==> src/rtl/timing_mp.sv <==
// timing_mp: radar CPI/PRI/TX/sample-gate timing generator with double-buffered configuration.
// Optional feature macro FIRST_CHIRP_BLANK_EN: blank the sample gates on chirp 0 when first_chirp_disable is set.
module timing_mp #(
    parameter int PER_W      = 16,
    parameter int NUM_W      = 8,
    parameter int DLY_W      = 32,
    parameter int NGATE      = 2,
    parameter int DEF_PERIOD = 5275,
    parameter int DEF_NUM    = 32,
    parameter int DEF_WIDTH  = 50,
    parameter int DEF_DELAY  = 750,
    parameter int DEF_START  = 1000,
    parameter int DEF_LEN    = 4125,
    parameter int DEF_TXLEN  = 5127
) (
    input  logic                   sys_clk,
    input  logic                   rstn,
    input  logic                   en,
    input  logic                   abort,
    input  logic                   cfg_wr,
    input  logic [PER_W-1:0]       cfg_period,
    input  logic [NUM_W-1:0]       cfg_num,
    input  logic [PER_W-1:0]       cfg_width,
    input  logic [DLY_W-1:0]       cfg_delay,
    input  logic [PER_W-1:0]       cfg_txlen,
    input  logic [NGATE*PER_W-1:0] cfg_gate_start,
    input  logic [NGATE*PER_W-1:0] cfg_gate_len,
    input  logic                   first_chirp_disable,
    output logic                   pri,
    output logic                   cpib,
    output logic                   cpie,
    output logic                   tx_en,
    output logic [NGATE-1:0]       sample_gate,
    output logic [NUM_W-1:0]       chirp_idx,
    output logic [15:0]            cpi_cnt,
    output logic                   cfg_pend,
    output logic                   busy
);

    typedef enum logic [1:0] {
        S_IDLE = 2'd0,
        S_RUN  = 2'd1,
        S_DLY  = 2'd2
    } state_t;

    function automatic logic [PER_W-1:0] clamp_period(input logic [PER_W-1:0] p);
        if (p < PER_W'(2'd2)) begin
            return PER_W'(2'd2);
        end else begin
            return p;
        end
    endfunction

    function automatic logic [NUM_W-1:0] clamp_num(input logic [NUM_W-1:0] n);
        if (n == NUM_W'(1'b0)) begin
            return NUM_W'(1'b1);
        end else begin
            return n;
        end
    endfunction

    state_t                 state_q, state_d;
    logic [PER_W-1:0]       pcnt_q, pcnt_d;
    logic [NUM_W-1:0]       ccnt_q, ccnt_d;
    logic [DLY_W-1:0]       dcnt_q, dcnt_d;
    logic                   cpi_start_s;

    logic [PER_W-1:0]       sh_period_q, sh_width_q, sh_txlen_q;
    logic [NUM_W-1:0]       sh_num_q;
    logic [DLY_W-1:0]       sh_delay_q;
    logic [NGATE*PER_W-1:0] sh_gstart_q, sh_glen_q;
    logic                   pend_q;

    logic [PER_W-1:0]       act_period_q, act_width_q, act_txlen_q;
    logic [NUM_W-1:0]       act_num_q;
    logic [DLY_W-1:0]       act_delay_q;
    logic [NGATE*PER_W-1:0] act_gstart_q, act_glen_q;

    logic                   run_s, last_pcnt_s, last_chirp_s, blank_s;
    logic                   pri_s, cpib_s, cpie_s, tx_s;
    logic [NGATE-1:0]       gate_s;

    logic                   pri_q, cpib_q, cpie_q, tx_q, busy_q;
    logic [NGATE-1:0]       gate_q;
    logic [NUM_W-1:0]       chirp_q;
    logic [15:0]            cpi_cnt_q;

    assign last_pcnt_s  = (pcnt_q == (act_period_q - PER_W'(1'b1)));
    assign last_chirp_s = (ccnt_q == (act_num_q - NUM_W'(1'b1)));
    assign run_s        = (state_q == S_RUN);

    // Next-state and counter logic; abort overrides everything
    always_comb begin
        state_d     = state_q;
        pcnt_d      = pcnt_q;
        ccnt_d      = ccnt_q;
        dcnt_d      = dcnt_q;
        cpi_start_s = 1'b0;
        if (abort) begin
            state_d = S_IDLE;
            pcnt_d  = '0;
            ccnt_d  = '0;
            dcnt_d  = '0;
        end else begin
            case (state_q)
                S_IDLE: begin
                    pcnt_d = '0;
                    ccnt_d = '0;
                    dcnt_d = '0;
                    if (en) begin
                        state_d     = S_RUN;
                        cpi_start_s = 1'b1;
                    end else begin
                        state_d = S_IDLE;
                    end
                end
                S_RUN: begin
                    if (last_pcnt_s) begin
                        pcnt_d = '0;
                        if (!last_chirp_s) begin
                            ccnt_d = ccnt_q + NUM_W'(1'b1);
                        end else if (act_delay_q != DLY_W'(1'b0)) begin
                            state_d = S_DLY;
                            dcnt_d  = '0;
                        end else if (en) begin
                            ccnt_d      = '0;
                            cpi_start_s = 1'b1;
                        end else begin
                            state_d = S_IDLE;
                            ccnt_d  = '0;
                        end
                    end else begin
                        pcnt_d = pcnt_q + PER_W'(1'b1);
                    end
                end
                S_DLY: begin
                    if (dcnt_q == (act_delay_q - DLY_W'(1'b1))) begin
                        dcnt_d = '0;
                        ccnt_d = '0;
                        if (en) begin
                            state_d     = S_RUN;
                            cpi_start_s = 1'b1;
                        end else begin
                            state_d = S_IDLE;
                        end
                    end else begin
                        dcnt_d = dcnt_q + DLY_W'(1'b1);
                    end
                end
                default: begin
                    state_d = S_IDLE;
                    pcnt_d  = '0;
                    ccnt_d  = '0;
                    dcnt_d  = '0;
                end
            endcase
        end
    end

    // State and counter registers
    always_ff @(posedge sys_clk or negedge rstn) begin
        if (!rstn) begin
            state_q <= S_IDLE;
            pcnt_q  <= '0;
            ccnt_q  <= '0;
            dcnt_q  <= '0;
        end else begin
            state_q <= state_d;
            pcnt_q  <= pcnt_d;
            ccnt_q  <= ccnt_d;
            dcnt_q  <= dcnt_d;
        end
    end

    // Shadow set: a write coinciding with a CPI start stays pending for the next one
    always_ff @(posedge sys_clk or negedge rstn) begin
        if (!rstn) begin
            sh_period_q <= PER_W'(DEF_PERIOD);
            sh_num_q    <= NUM_W'(DEF_NUM);
            sh_width_q  <= PER_W'(DEF_WIDTH);
            sh_delay_q  <= DLY_W'(DEF_DELAY);
            sh_txlen_q  <= PER_W'(DEF_TXLEN);
            sh_gstart_q <= {NGATE{PER_W'(DEF_START)}};
            sh_glen_q   <= {NGATE{PER_W'(DEF_LEN)}};
            pend_q      <= 1'b0;
        end else if (cfg_wr) begin
            sh_period_q <= cfg_period;
            sh_num_q    <= cfg_num;
            sh_width_q  <= cfg_width;
            sh_delay_q  <= cfg_delay;
            sh_txlen_q  <= cfg_txlen;
            sh_gstart_q <= cfg_gate_start;
            sh_glen_q   <= cfg_gate_len;
            pend_q      <= 1'b1;
        end else if (cpi_start_s) begin
            pend_q <= 1'b0;
        end else begin
            pend_q <= pend_q;
        end
    end

    // Active set, loaded atomically from the pre-edge shadow at every CPI start
    always_ff @(posedge sys_clk or negedge rstn) begin
        if (!rstn) begin
            act_period_q <= PER_W'(DEF_PERIOD);
            act_num_q    <= NUM_W'(DEF_NUM);
            act_width_q  <= PER_W'(DEF_WIDTH);
            act_delay_q  <= DLY_W'(DEF_DELAY);
            act_txlen_q  <= PER_W'(DEF_TXLEN);
            act_gstart_q <= {NGATE{PER_W'(DEF_START)}};
            act_glen_q   <= {NGATE{PER_W'(DEF_LEN)}};
        end else if (cpi_start_s) begin
            act_period_q <= clamp_period(sh_period_q);
            act_num_q    <= clamp_num(sh_num_q);
            act_width_q  <= sh_width_q;
            act_delay_q  <= sh_delay_q;
            act_txlen_q  <= sh_txlen_q;
            act_gstart_q <= sh_gstart_q;
            act_glen_q   <= sh_glen_q;
        end else begin
            act_period_q <= act_period_q;
        end
    end

`ifdef FIRST_CHIRP_BLANK_EN
    logic [1:0] fcd_sync_q;

    // Two-flop synchroniser for the asynchronous blanking control
    always_ff @(posedge sys_clk or negedge rstn) begin
        if (!rstn) begin
            fcd_sync_q <= 2'b00;
        end else begin
            fcd_sync_q <= {fcd_sync_q[0], first_chirp_disable};
        end
    end

    assign blank_s = fcd_sync_q[1] && (ccnt_q == NUM_W'(1'b0));
`else
    logic fcd_unused_s;
    assign fcd_unused_s = first_chirp_disable;
    assign blank_s      = 1'b0;
`endif

    // Strobe decode; the window end is summed one bit wider so it truncates at the chirp end
    always_comb begin
        pri_s  = run_s && (pcnt_q < act_width_q);
        tx_s   = run_s && (pcnt_q < act_txlen_q);
        cpib_s = run_s && (ccnt_q == NUM_W'(1'b0)) && (pcnt_q == PER_W'(1'b0));
        cpie_s = run_s && last_chirp_s && last_pcnt_s && !abort;
        gate_s = '0;
        for (int g = 0; g < NGATE; g++) begin
            if (run_s && !blank_s
                && (pcnt_q >= act_gstart_q[g*PER_W +: PER_W])
                && ({1'b0, pcnt_q} < ({1'b0, act_gstart_q[g*PER_W +: PER_W]}
                                      + {1'b0, act_glen_q[g*PER_W +: PER_W]}))) begin
                gate_s[g] = 1'b1;
            end else begin
                gate_s[g] = 1'b0;
            end
        end
    end

    // Output registers
    always_ff @(posedge sys_clk or negedge rstn) begin
        if (!rstn) begin
            pri_q     <= 1'b0;
            cpib_q    <= 1'b0;
            cpie_q    <= 1'b0;
            tx_q      <= 1'b0;
            gate_q    <= '0;
            chirp_q   <= '0;
            cpi_cnt_q <= 16'd0;
            busy_q    <= 1'b0;
        end else begin
            pri_q     <= pri_s;
            cpib_q    <= cpib_s;
            cpie_q    <= cpie_s;
            tx_q      <= tx_s;
            gate_q    <= gate_s;
            chirp_q   <= ccnt_q;
            cpi_cnt_q <= cpib_s ? (cpi_cnt_q + 16'd1) : cpi_cnt_q;
            busy_q    <= (state_q != S_IDLE);
        end
    end

    assign pri         = pri_q;
    assign cpib        = cpib_q;
    assign cpie        = cpie_q;
    assign tx_en       = tx_q;
    assign sample_gate = gate_q;
    assign chirp_idx   = chirp_q;
    assign cpi_cnt     = cpi_cnt_q;
    assign cfg_pend    = pend_q;
    assign busy        = busy_q;

endmodule

==> config.mk <==
export PLATFORM = sky130hd
export DESIGN_NAME = timing_mp
export DESIGN_NICKNAME = d
export VERILOG_FILES = /design/src/rtl/timing_mp.sv
export SDC_FILE = /design/constraint.sdc
export NUM_CORES = 1
export LEC_CHECK = 0
export CORE_MARGIN = 2
export CORE_UTILIZATION = 35
export CTS_BUF_LIST = sky130_fd_sc_hd__clkbuf_8
export CTS_CLUSTER_DIAMETER = 60
export DETAILED_ROUTE_END_ITERATION = 12
export GPL_TIMING_DRIVEN = 1
export SLEW_MARGIN = 20
export SYNTH_ARGS = -nofsm -noshare
export SYNTH_HDL_FRONTEND = slang
export SYNTH_SLANG_ARGS = --single-unit
==> constraint.sdc <==
create_clock -name sys_clk -period 4.2 [get_ports sys_clk]
set_input_delay 0.42 -clock sys_clk [delete_from_list [all_inputs] [get_ports sys_clk]]
set_output_delay 0.42 -clock sys_clk [all_outputs]
set_load 0.01 [all_outputs]
==> results.ini <==
[setup_path]
cp_num_cells=13
cp_slowest_stage_delay_ns=0.55
startpoint_type=register
crit_required_ns=4.73
cp-end-kind=register
cp_max_fo=38
cp_num_buf_inv=3
critical-path-top-delay-family=simple AND/OR/NAND/NOR gates
slowest_stage=or4b_4
worstSetupPathType=reg2reg
arrival_ns=4.48
crit_chain=inv_1, ha_1, or4b_4, o21a_1, or4_1, nand3_1, and2_0, nand2_1, o31ai_2, a22oi_2, buf_4, clkbuf_8, mux2_4
r2r_cells=13

[synthesis]
yosysUniqueCellTypes=73
avgSynthCellArea_sq_um=11.6
syn_nets=2148
synth_area_sq_um=21500
ys_seq_area_frac=0.463
synth-main-ff-cell=dfrtp_1
ys_ff_latch=394
async_flop_share=1.00
synth_edf_count=0
yosys_warnings=0
synthCells=1855

[clocking]
clk-insertion-delay-late_ns=0.67
tritoncts=done
path_clk_slew_ns=0.06
cts.path.max_buffers=3
cts.sinks=394
cts_made_buffers=72
root_buffer=clkbuf_8
h-tree-depth=3

[timing]
fin_ws_ns=0.245
setup_viol_count_final=0
skew_ns=0.0339
drv_slew=0
finalHoldViolations=0
min_period_ns=3.96
slew_headroom=0.263
worst_pin_slew_ns=1.10
fmax_mhz=253
fin_crit_sh=0.942

[die]
row_count=90
ioPinCount=190
die_area_sq_um=63500
die_h_um=252
core_sq_um=60600
die_w_um=252
initial_core_util=0.355

[route]
drt_wl_total_um=52200
ant_nets=0
route.detailed.drc=0
viasPerCell=5.14
drt-initial-drc-count=644
wire_per_inst_um=17.8
vias=15100
drtPass1Iterations=5

[global_routing]
grt_max_degree=108
track_usage=0.164
grt_overflow=0
grt_pass1_vias=15900
grt_pass1_wl_um=83100
antenna_found_initial=0

[worst_hold_path]
hold_depth=2
hold_path_class=in2reg

[layout]
n_antenna_cell=0
final_cell_mix=dfrtp_1 (304), mux2_2 (238), clkdlybuf4s50_1 (186), ha_1 (133), inv_1 (124)
fin_cells=2937
final_cell_area_sq_um=26100
final_common_cell=dfrtp_1
layout.nets=2388
drive_gt1_frac=0.264
area_delta_synth_final_pct=21.1

[power]
power.total_w=0.0124
p_leak_nw=11.6
power_density_nw_per_um2=474
ir_drop_mv=0.279

[placed_design]
place_congestion=0.833
hpwl_um=36700
dp.cells=2798
post-place-ws_ns=0.196
io_buffers=188
place_area_sq_um=24400

[status]
status=complete, no violations

[flow_run]
drv_cap=0

-- Yosys cell counts (all sizes together), types with 6 or more instances --
cell,number,area [sq um]
nor4,30,203
nor2b,12,75.1
or4,9,67.6
a221oi,9,78.8
o2bb2ai,8,70.1
inv,102,383
nor3,42,215
mux2i,14,140
mux2,304,3670
o2111ai,6,52.6
dfstp,90,2360
o21ai,40,200
nand2b,17,106
o211ai,8,60.1
nor2,93,349
o31ai,6,50.1
and2,14,87.6
a21o,30,225
o21a,10,75.1
buf,26,174
xnor2,88,771
nand4,31,194
ha,133,1660
xor2,52,455
nand2,66,248
or3,20,125
or2,8,50.1
nand3,49,245
clkbuf,40,150
dfrtp,304,7610
a31oi,27,169
a211oi,13,103
and3,19,119
a21oi,63,315
and4,6,52.6
o21bai,8,60.1
-- power breakdown --
group | leakage, nW | switching, W | total (W) | internal (W)
logic | 5.99 | 0.00159 | 0.00341 | 0.00181
registers | 4.70 | 0.000577 | 0.00508 | 0.00450
clock network | 0.892 | 0.00171 | 0.00388 | 0.00217
total | 11.6 | 0.00388 | 0.0124 | 0.00849
-- area by class of cell --
type | instances | area, sq um
Tap cell | 782 | 978
Timing Repair Buffer | 232 | 2320
Inverter | 102 | 383
Clock buffer | 91 | 1250
Clock inverter | 43 | 310
Fill cell | 5630 | 34500
Multi-Input combinational cell | 1293 | 10800
Sequential cell | 394 | 9970
-- cell families after synthesis --
group	count (synthesis)	share of synthesized area
xor+xnor	140	0.0570
buf+inv	168	0.0328
simple gates	441	0.110
flops	394	0.463
fa+ha+maj	135	0.0792
mux	318	0.177
compound gates	259	0.0804
-- layer usage --
layer / vias up / track usage / part of all wire
li1: 7206 / - / -
met1: 7470 / 0.211 / 0.45
met2: 334 / 0.276 / 0.48
met3: 99 / 0.0278 / 0.040
met4: 0 / 0.0600 / 0.028
met5: - / 0 / 0
-- repair_timing --
| action | 4_1_cts | 5_1_grt |
|---|---|---|
| gates resized for setup | 0 | 6 |
| endpoints found under the setup margin | 0 | 11 |
| hold endpoints to repair | 79 | 0 |
| hold buffers | 1 | 0 |
| buffers inserted | 0 | 2 |
-- stage by stage --
stage	util	setup TNS, ns	hold slack, ns
finish	0.430	0	0.370
global route	0.430	-0.00306	0.332
CTS	0.429	0	0.299
detailed placement	0.403	0	0.466
global placement	0.403	0	0.465
floorplan	-	0	0.124
-- registers in the layout (all words and copies together) (netlist names), 2 cells and up --
| signal | cells |
|---|---|
| sh_num_q | 8 |
| sh_width_q | 16 |
| sh_gstart_q | 32 |
| dcnt_q | 32 |
| ccnt_q | 8 |
| sample_gate | 2 |
| sh_period_q | 16 |
| act_period_q | 16 |
| act_txlen_q | 16 |
| sh_glen_q | 32 |
| act_glen_q | 32 |
| act_gstart_q | 32 |
| chirp_idx | 8 |
| pcnt_q | 16 |
| act_delay_q | 32 |
| act_num_q | 8 |
| sh_delay_q | 32 |
| act_width_q | 16 |
| state_q | 2 |
| sh_txlen_q | 16 |
| cpi_cnt | 16 |
-- final timing paths --
path	slack, ns	startpoint	end
min reg2reg	0.46	cpi_cnt[15]	cpi_cnt[15]
min in group asynchronous	0.41	rstn	act_num_q[2]
max	0.24	act_period_q[0]	act_delay_q[15]
min	0.37	cfg_period[5]	sh_period_q[5]
max in group asynchronous	2.70	rstn	sh_gstart_q[8]
max reg2reg	0.24	act_period_q[0]	act_delay_q[15]
Note: power is estimated with default switching activity, not from simulation.
